--- config.mk ---
export PLATFORM = sky130hd
export DESIGN_NAME = swap_3_nums_rx_flat
export DESIGN_NICKNAME = d
export VERILOG_FILES = /design/src/rtl/swap_3_nums_rx_if.sv /design/src/rtl/swap_3_nums_rx.sv /design/src/flat_wrapper.sv
export SDC_FILE = /design/constraint.sdc
export NUM_CORES = 1
export LEC_CHECK = 0
export ABC_CLOCK_PERIOD_IN_PS = 6400
export BUFFER_PORTS_ARGS = -buffer_cell sky130_fd_sc_hd__buf_4
export CORE_AREA = 5 5 87 89
export CTS_CLUSTER_DIAMETER = 120
export DETAILED_ROUTE_END_ITERATION = 8
export DIE_AREA = 0 0 92 94
export GPL_TIMING_DRIVEN = 0
export HOLD_SLACK_MARGIN = 0.15
export REMOVE_ABC_BUFFERS = 1
export SYNTH_ARGS = -nofsm -noshare
export SYNTH_HDL_FRONTEND = slang
export SYNTH_SLANG_ARGS = --single-unit
--- constraint.sdc ---
create_clock -name clk -period 6.4 [get_ports clk]
set_clock_uncertainty 0.15 [all_clocks]
set_input_delay 0 -clock clk [delete_from_list [all_inputs] [get_ports clk]]
set_output_delay 0 -clock clk [all_outputs]
set_load 0.005 [all_outputs]
--- src/rtl/swap_3_nums_rx_if.sv ---
// Stream-in / triple-out bundle for the swap-path receiver.
// A beat moves on a rising edge only when its valid and ready are both high;
// ready never depends on valid, and a source holds its payload until the beat moves.
interface swap_3_nums_rx_if #(
    parameter int WIDTH = 8,
    parameter int CNT_W = 16
);
    logic             s_valid;
    logic             s_ready;
    logic [WIDTH-1:0] s_data;
    logic             s_last;
    logic             m_valid;
    logic             m_ready;
    logic [WIDTH-1:0] a_out;
    logic [WIDTH-1:0] b_out;
    logic [WIDTH-1:0] c_out;
    logic             frame_err;
    logic [CNT_W-1:0] frame_cnt;

    modport slave (
        input  s_valid, s_data, s_last, m_ready,
        output s_ready, m_valid, a_out, b_out, c_out, frame_err, frame_cnt
    );

    modport master (
        output s_valid, s_data, s_last, m_ready,
        input  s_ready, m_valid, a_out, b_out, c_out, frame_err, frame_cnt
    );
endinterface

--- src/rtl/swap_3_nums_rx.sv ---
// Receives a forward-swapped (b,c,a) triple word by word, checks framing on s_last,
// and presents the restored a/b/c in parallel until the consumer takes them.
module swap_3_nums_rx #(
    parameter int WIDTH = 8,
    parameter int CNT_W = 16
) (
    input  logic                  clk,
    input  logic                  rst_n,
    swap_3_nums_rx_if.slave       bus,
    output logic [2:0]            state_dbg
);
    typedef enum logic [2:0] {
        RX0  = 3'd0,
        RX1  = 3'd1,
        RX2  = 3'd2,
        HOLD = 3'd3,
        DROP = 3'd4
    } state_t;

    state_t           state_q, state_d;
    logic [WIDTH-1:0] w0_q, w0_d;
    logic [WIDTH-1:0] w1_q, w1_d;
    logic [WIDTH-1:0] a_q, a_d;
    logic [WIDTH-1:0] b_q, b_d;
    logic [WIDTH-1:0] c_q, c_d;
    logic             err_q, err_d;
    logic [CNT_W-1:0] cnt_q, cnt_d;
    logic             accept;

    // HOLD is the only state that refuses words, so ready is a pure state decode.
    assign accept = bus.s_valid && (state_q != HOLD);

    always_comb begin
        state_d = state_q;
        w0_d    = w0_q;
        w1_d    = w1_q;
        a_d     = a_q;
        b_d     = b_q;
        c_d     = c_q;
        err_d   = 1'b0;
        cnt_d   = cnt_q;
        case (state_q)
            RX0: if (accept) begin
                if (bus.s_last) begin
                    err_d = 1'b1;
                end else begin
                    w0_d    = bus.s_data;
                    state_d = RX1;
                end
            end
            RX1: if (accept) begin
                if (bus.s_last) begin
                    err_d   = 1'b1;
                    state_d = RX0;
                end else begin
                    w1_d    = bus.s_data;
                    state_d = RX2;
                end
            end
            RX2: if (accept) begin
                if (bus.s_last) begin
                    a_d     = bus.s_data;
                    b_d     = w0_q;
                    c_d     = w1_q;
                    state_d = HOLD;
                end else begin
                    err_d   = 1'b1;
                    state_d = DROP;
                end
            end
            // Overlong frame: swallow words silently until its s_last resynchronises us.
            DROP: if (accept && bus.s_last) begin
                state_d = RX0;
            end
            HOLD: if (bus.m_ready) begin
                cnt_d   = cnt_q + CNT_W'(1);
                state_d = RX0;
            end
            default: state_d = RX0;
        endcase
    end

    always_ff @(posedge clk or negedge rst_n) begin
        if (!rst_n) begin
            state_q <= RX0;
            w0_q    <= '0;
            w1_q    <= '0;
            a_q     <= '0;
            b_q     <= '0;
            c_q     <= '0;
            err_q   <= 1'b0;
            cnt_q   <= '0;
        end else begin
            state_q <= state_d;
            w0_q    <= w0_d;
            w1_q    <= w1_d;
            a_q     <= a_d;
            b_q     <= b_d;
            c_q     <= c_d;
            err_q   <= err_d;
            cnt_q   <= cnt_d;
        end
    end

    assign bus.s_ready   = (state_q != HOLD);
    assign bus.m_valid   = (state_q == HOLD);
    assign bus.a_out     = a_q;
    assign bus.b_out     = b_q;
    assign bus.c_out     = c_q;
    assign bus.frame_err = err_q;
    assign bus.frame_cnt = cnt_q;
    assign state_dbg     = state_q;
endmodule

--- src/flat_wrapper.sv ---
// flat-port wrapper written by rule: the top's interface ports become plain ports
module swap_3_nums_rx_flat 
#(
    parameter int WIDTH = 8,
    parameter int CNT_W = 16
)
  (clk, rst_n, state_dbg, bus_s_valid, bus_s_data, bus_s_last, bus_m_ready, bus_s_ready, bus_m_valid, bus_a_out, bus_b_out, bus_c_out, bus_frame_err, bus_frame_cnt);
  swap_3_nums_rx_if #(.WIDTH(WIDTH), .CNT_W(CNT_W)) bus_i ();
  input  logic clk;
  input  logic rst_n;
  output logic [2:0] state_dbg;
  input wire logic [$bits(bus_i.s_valid)-1:0] bus_s_valid;
  input wire logic [$bits(bus_i.s_data)-1:0] bus_s_data;
  input wire logic [$bits(bus_i.s_last)-1:0] bus_s_last;
  input wire logic [$bits(bus_i.m_ready)-1:0] bus_m_ready;
  output wire logic [$bits(bus_i.s_ready)-1:0] bus_s_ready;
  output wire logic [$bits(bus_i.m_valid)-1:0] bus_m_valid;
  output wire logic [$bits(bus_i.a_out)-1:0] bus_a_out;
  output wire logic [$bits(bus_i.b_out)-1:0] bus_b_out;
  output wire logic [$bits(bus_i.c_out)-1:0] bus_c_out;
  output wire logic [$bits(bus_i.frame_err)-1:0] bus_frame_err;
  output wire logic [$bits(bus_i.frame_cnt)-1:0] bus_frame_cnt;
  assign bus_i.s_valid = bus_s_valid;
  assign bus_i.s_data = bus_s_data;
  assign bus_i.s_last = bus_s_last;
  assign bus_i.m_ready = bus_m_ready;
  assign bus_s_ready = bus_i.s_ready;
  assign bus_m_valid = bus_i.m_valid;
  assign bus_a_out = bus_i.a_out;
  assign bus_b_out = bus_i.b_out;
  assign bus_c_out = bus_i.c_out;
  assign bus_frame_err = bus_i.frame_err;
  assign bus_frame_cnt = bus_i.frame_cnt;
  swap_3_nums_rx #(.WIDTH(WIDTH), .CNT_W(CNT_W)) u_core (.clk(clk), .rst_n(rst_n), .bus(bus_i), .state_dbg(state_dbg));
endmodule
==> flow_summary.yaml, run 1 <==
route:
  vias_per_cell: 4.86
  routed_wl_um: 4870
  dr_wl_met2_um: 2260
  dr.first_iter.drc_count: 42
  top_layer: "met4"
  wirelength_met1_um: 2380
  firstDrtPassIters: 4
  post_drt_wl_per_cell_um: 14.3
  wl_met3_um: 173
  antenna_left: 0
  vias: 1656
  post-route-drc-count: 0
timing:
  grt_setup_unrepaired: "no"
  finalSetupViolCount: 0
  layout_min_cycle_time_ns: 2.28
  worst_slew_pin_slew_ns: 0.748
  relSlewSlack_pct: 50.2
  finalWorstSetupSlack_ns: 4.12
  hold_viol_final: 0
  finalMaxSlewViolations: 0
  fmax_mhz: 439
  fin_setup_tns_ns: 0
  fin_crit_sh_pct: 35.6
status:
  status: "finished, final reports clean"
place:
  dp_hpwl_um: 3190
  pre_cts_slack_ns: 4.13
  port_buffers: 58
  placed_area_mm2: 0.00307
  finalWeightedCongestion: 0.805
logic_synthesis:
  synth-seq-cells: 60
  ys_seq_area_share_pct: 57.6
  synthCells: 183
  synth_cell_types: 34
  yosysWarnings: 0
  syn_area_mm2: 0.00260
  synth.avg_cell_area_um2: 14.2
die:
  num_rows: 30
  die_area_mm2: 0.00865
  die_y_um: 94
  core_mm2: 0.00668
  die_width_um: 92
  io_pins: 59
  initial_core_util_pct: 39.0
finish:
  final_nets: 272
  n_antenna_cell: 0
  syn_to_final_growth_pct: 30.0
  drive_gt1_share_pct: 45.2
  fin_area_mm2: 0.00339
  post-route-util_pct: 50.7
pwr:
  leakagePower_nw: 1.63
  p_per_area_mw_per_mm2: 399
  max-vdd-ir-drop_v: 0.000159
setup_path:
  critPathKind: "reg2reg"
  crit_family: "simple AND/OR/NAND/NOR gates"
  crit_buf_inv: 0
  start_kind: "register"
  cp_slowest_cell: "dfrtp_1"
  cp_data_required_time_ns: 6.46
  critPathCaptureType: "register"
  worstPathArrival_ns: 2.34
  worstPathMaxFanout: 24
  crit_chain: "nor2_1 > and2_1 > ha_1 > and3_4 > mux2_2"
  critPathMaxStageDelay_ns: 0.51
clock_tree:
  cts_max_level: 3
  cts_root_buffer: "clkbuf_8"
  cts_tree: "built"
  clk_pin_slew_ns: 0.07
  clock_latency_ns: 0.33
  clock_path_buffers: 2
  numCtsBuffers: 9
  clock_sinks: 60
global_route:
  grt_util_all_layers_pct: 12.0
  grt_pass1_vias: 1661
  antenna_found_initial: 0
  grt_pass1_wl_um: 8130
  grt_max_degree: 61
  grt_overflow: 0
flow_run:
  cap_violations: 0
min_path:
  min_path_type: "in2async"
[logic make-up after synthesis]
kind of cell | Yosys count | synth area share [%]
adders and majority gates | 3 | 1.44
buffers and inverters | 13 | 3.36
DFF | 60 | 57.6
AOI/OAI and AO/OA | 11 | 2.79
muxes | 42 | 21.0
xor gates and xnor gates | 15 | 5.04
and+or+nand+nor | 39 | 8.74
[cells in the mapped netlist, drive strengths merged]
master   count  share of area, %
nor2         4              0.58
a311oi       1              0.34
xor2         2              0.67
nand3        7               1.3
clkbuf       2              0.29
a2111oi      1              0.34
a31oi        1              0.24
nand2        9               1.4
buf          7               2.5
o21ai        3              0.58
mux2i        1              0.38
mux2        41                21
dfrtp       60                58
a21o         1              0.29
xnor2       13               4.4
ha           3               1.4
and4         3               1.0
o211ai       1              0.29
nor2b        3               1.0
inv          4              0.58
nand4        4              0.96
nand2b       1              0.24
and4b        1              0.38
a21oi        2              0.38
nor3         1              0.19
and3         4               1.2
o311ai       1              0.34
and2         2              0.48
[area by class of cell]
class	count	area [µm²]
Fill cell	588	3300
Sequential cell	60	1500
Multi-Input combinational cell	110	1020
Timing Repair Buffer	71	566
Clock buffer	11	151
Tap cell	80	100
Clock inverter	5	36.3
Inverter	4	15.0
[worst paths after layout]
check                                          from                  endpoint  slack [ns]  cells after the start
max reg2reg                     u_core.state_dbg[2]       u_core.bus.c_out[7]        4.12                      5
max                             u_core.state_dbg[2]       u_core.bus.c_out[7]        4.12                      5
max in group asynchronous                     rst_n       u_core.bus.a_out[5]        5.47                      2
min in group clk                      bus_s_data[3]            u_core.w1_q[3]        0.31                      3
min                                           rst_n       u_core.bus.a_out[3]        0.12                      2
min reg2reg                u_core.bus.frame_cnt[15]  u_core.bus.frame_cnt[15]        0.33                      1
[repair_timing]
item                                    CTS  global route
hold buffers                             13             0
buffers inserted                          0             0
hold endpoints to repair                 91             0
resized for setup                         0             0
endpoints found under the setup margin    0             0
[flip-flops by register name, summed over array words and instances, names as in the netlist]
| signal | count |
|---|---|
| u_core.bus.frame_cnt | 16 |
| u_core.bus.frame_err | 1 |
| u_core.w0_q | 8 |
| u_core.w1_q | 8 |
| u_core.bus.a_out | 8 |
| u_core.state_dbg | 3 |
| u_core.bus.b_out | 8 |
| u_core.bus.c_out | 8 |
[stage by stage]
step | hold WS (ns) | total power, mW | instances
floorplan | -0.446 | 0.841 | 174
global placement | -0.0215 | 1.04 | 312
global route | 0.205 | 1.44 | 341
detailed placement | -0.0140 | 1.05 | 312
finish | 0.120 | 1.35 | 341
CTS | 0.168 | 1.37 | 341
[power breakdown]
part | switching, mW | internal, mW
clock | 0.150 | 0.161
sequential | 0.0969 | 0.518
combinational | 0.132 | 0.293
[layout by cell type (no fill, tap or decap), types with 2 or more instances in the layout]
cell type / instances
nand4_1: 4
nor2b_1: 2
and2_1: 2
clkinvlp_4: 3
nand3_1: 7
ha_1: 3
inv_1: 4
xor2_1: 2
and3_1: 3
mux2_4: 20
o21ai_0: 3
nand2_1: 8
xnor2_1: 13
dlygate4sd3_1: 13
and4_1: 3
dfrtp_1: 60
mux2_2: 21
a21oi_1: 2
nor2_1: 4
buf_4: 58
clkbuf_8: 11
[per-layer routing]
| layer | GRT usage (%) | vias up |
|---|---|---|
| li1 | - | 792 |
| met1 | 16.3 | 821 |
| met2 | 17.5 | 36 |
| met3 | 2.80 | 7 |
| met4 | 7.05 | 0 |
| met5 | 0 | - |
No activity file was read; power rests on OpenSTA's default activity.
==> run 2: changes to the inputs <==
--- a/config.mk
+++ b/config.mk
@@ -5,7 +5,7 @@
 export SDC_FILE = /design/constraint.sdc
 export NUM_CORES = 1
 export LEC_CHECK = 0
-export ABC_CLOCK_PERIOD_IN_PS = 6400
+export ABC_CLOCK_PERIOD_IN_PS = 2300
 export BUFFER_PORTS_ARGS = -buffer_cell sky130_fd_sc_hd__buf_4
 export CORE_AREA = 5 5 87 89
 export CTS_CLUSTER_DIAMETER = 120
==> constraint.sdc (replaced) <==
create_clock -name clk -period 2.3 [get_ports clk]
set_clock_uncertainty 0.15 [all_clocks]
set_input_delay 0 -clock clk [delete_from_list [all_inputs] [get_ports clk]]
set_output_delay 0 -clock clk [all_outputs]
set_load 0.005 [all_outputs]
==> flow_summary.yaml, run 2 (synthesis results as in run 1) <==
timing:
  layout_min_cycle_time_ns: 2.14
  relSlewSlack_pct: 50.1
  fmax_mhz: 468
  grt_setup_unrepaired: "no"
  worst_slew_pin_slew_ns: 0.748
  fin_crit_sh_pct: 92.9
  fin_setup_tns_ns: 0
  finalSetupViolCount: 0
  hold_viol_final: 0
  finalMaxSlewViolations: 0
setup_path:
  r2r_slack_ns: 0.16
  critPathKind: "reg2reg"
  worstPathArrival_ns: 2.21
  cp_data_required_time_ns: 2.37
  worstPathMaxFanout: 12
  start_kind: "register"
  critPathCaptureType: "register"
clock_tree:
  clock_path_buffers: 2
  clk_pin_slew_ns: 0.07
  clock_latency_ns: 0.33
  post-cts-setup-buffer-count: 0
  numCtsBuffers: 9
  cts_root_buffer: "clkbuf_8"
  cts_max_level: 3
  clock_sinks: 60
  cts_tree: "built"
global_route:
  grt_pass1_wl_um: 8130
  met2_usage_pct: 17.5
  grtUsageMet1_pct: 16.3
  antenna_found_initial: 0
  grt.busiest_layer: "met2"
  grt_pass1_vias: 1661
  grt_max_degree: 61
  use_met3_pct: 2.80
  grt_overflow: 0
  grt_util_all_layers_pct: 12.0
finish:
  n_antenna_cell: 0
  fin_cells: 343
  final_common_cell: "dfrtp_1"
  final_cell_mix: "59 x dfrtp_1, 58 x buf_4, 21 x mux2_2, 20 x mux2_4"
  drive_gt1_share_pct: 46.0
  fill_cells: 587
  largest_register_ffs: 16
  syn_to_final_growth_pct: 30.7
  final_nets: 274
route:
  dr.first_iter.drc_count: 41
  routed_wl_um: 5060
  firstDrtPassIters: 4
  post-route-drc-count: 0
  post_drt_wl_per_cell_um: 14.8
  antenna_left: 0
  vias_per_cell: 4.87
  vias: 1670
place:
  dp_hpwl_um: 3190
  finalWeightedCongestion: 0.805
  dp_cells: 312
  port_buffers: 58
die:
  die_width_um: 92
  die_y_um: 94
  core_mm2: 0.00668
  num_rows: 30
  io_pins: 59
  initial_core_util_pct: 39.0
  die_area_mm2: 0.00865
pwr:
  combPwrFrac_pct: 31.7
  power.switching_fraction_pct: 28.1
  max-vdd-ir-drop_v: 0.000424
  leakagePower_nw: 1.64
  p_int_mw: 2.71
  p_per_area_mw_per_mm2: 1110
  seq_power_share_pct: 45.4
  pwr-share-clk_pct: 22.9
  p_sw_mw: 1.06
  power_mw: 3.77
status:
  status: "finished, final reports clean"
min_path:
  min_path_type: "in2async"
flow_run:
  cap_violations: 0
run 2: cell types whose count changed in the layout (fill, tap and decap cells not counted), sizes merged:
cell,change
and3,+2
run 2: layout make-up:
cell class | count | area, µm² | area share [%]
clock inverter | 5 | 36.3 | 1.07
clock buffer | 11 | 151 | 4.45
timing repair buffer | 71 | 566 | 16.6
inverter | 4 | 15.0 | 0.441
tap | 80 | 100 | 2.94
sequential | 60 | 1500 | 44.1
multi-input combinational | 112 | 1030 | 30.4
run 2: worst paths after layout:
path / cells after the start / from / endpoint
setup / recovery: 5 / u_core.state_dbg[0] / u_core.bus.a_out[4]
hold / removal: 2 / rst_n / u_core.bus.a_out[3]
setup reg to reg: 5 / u_core.state_dbg[0] / u_core.bus.a_out[4]
hold reg to reg: 1 / u_core.bus.frame_cnt[15] / u_core.bus.frame_cnt[15]
max in group asynchronous: 2 / rst_n / u_core.state_dbg[2]
min in group clk: 3 / bus_s_data[7] / u_core.bus.a_out[7]
run 2: metal layers:
layer / vias to the layer above / wire, µm
li1: 797 / -
met1: 825 / 2530
met2: 40 / 2270
met3: 8 / 181
met4: 0 / 81
met5: - / 0
run 2: power by group through the flow:
stage	Combinational, mW	Sequential (mW)	Clock [mW]
after detailed placement	1.18	1.73	0
after global placement	1.16	1.73	0
after floorplan	0.646	1.70	0
final	1.20	1.71	0.865
after global routing	1.30	1.77	0.951
after CTS	1.21	1.71	0.902
run 2: timing repair:
action,4_1_cts,5_1_grt
hold buffers,13,0
setup endpoints to repair,0,24
endpoints found under the hold margin,91,0
gates resized for setup,0,2
run 2: worst max-delay path: stages, from the launching register on:
cell and delay [ns]:
dfrtp_1 0.49, nor2_1 0.21, and2_1 0.18, ha_1 0.27, and3_4 0.39, mux2_4 0.32
run 2: metrics by stage:
step	util [%]	setup WS, ns	cell area [µm²]	hold slack, ns
detailed placement	45.9	0.0336	3070	-0.0140
global route	51.0	0.0633	3410	0.205
CTS	50.7	0.0144	3390	0.168
finish	51.0	0.163	3410	0.124
global placement	45.9	0.0376	3070	-0.0215
floorplan	-	0.269	2530	-0.446
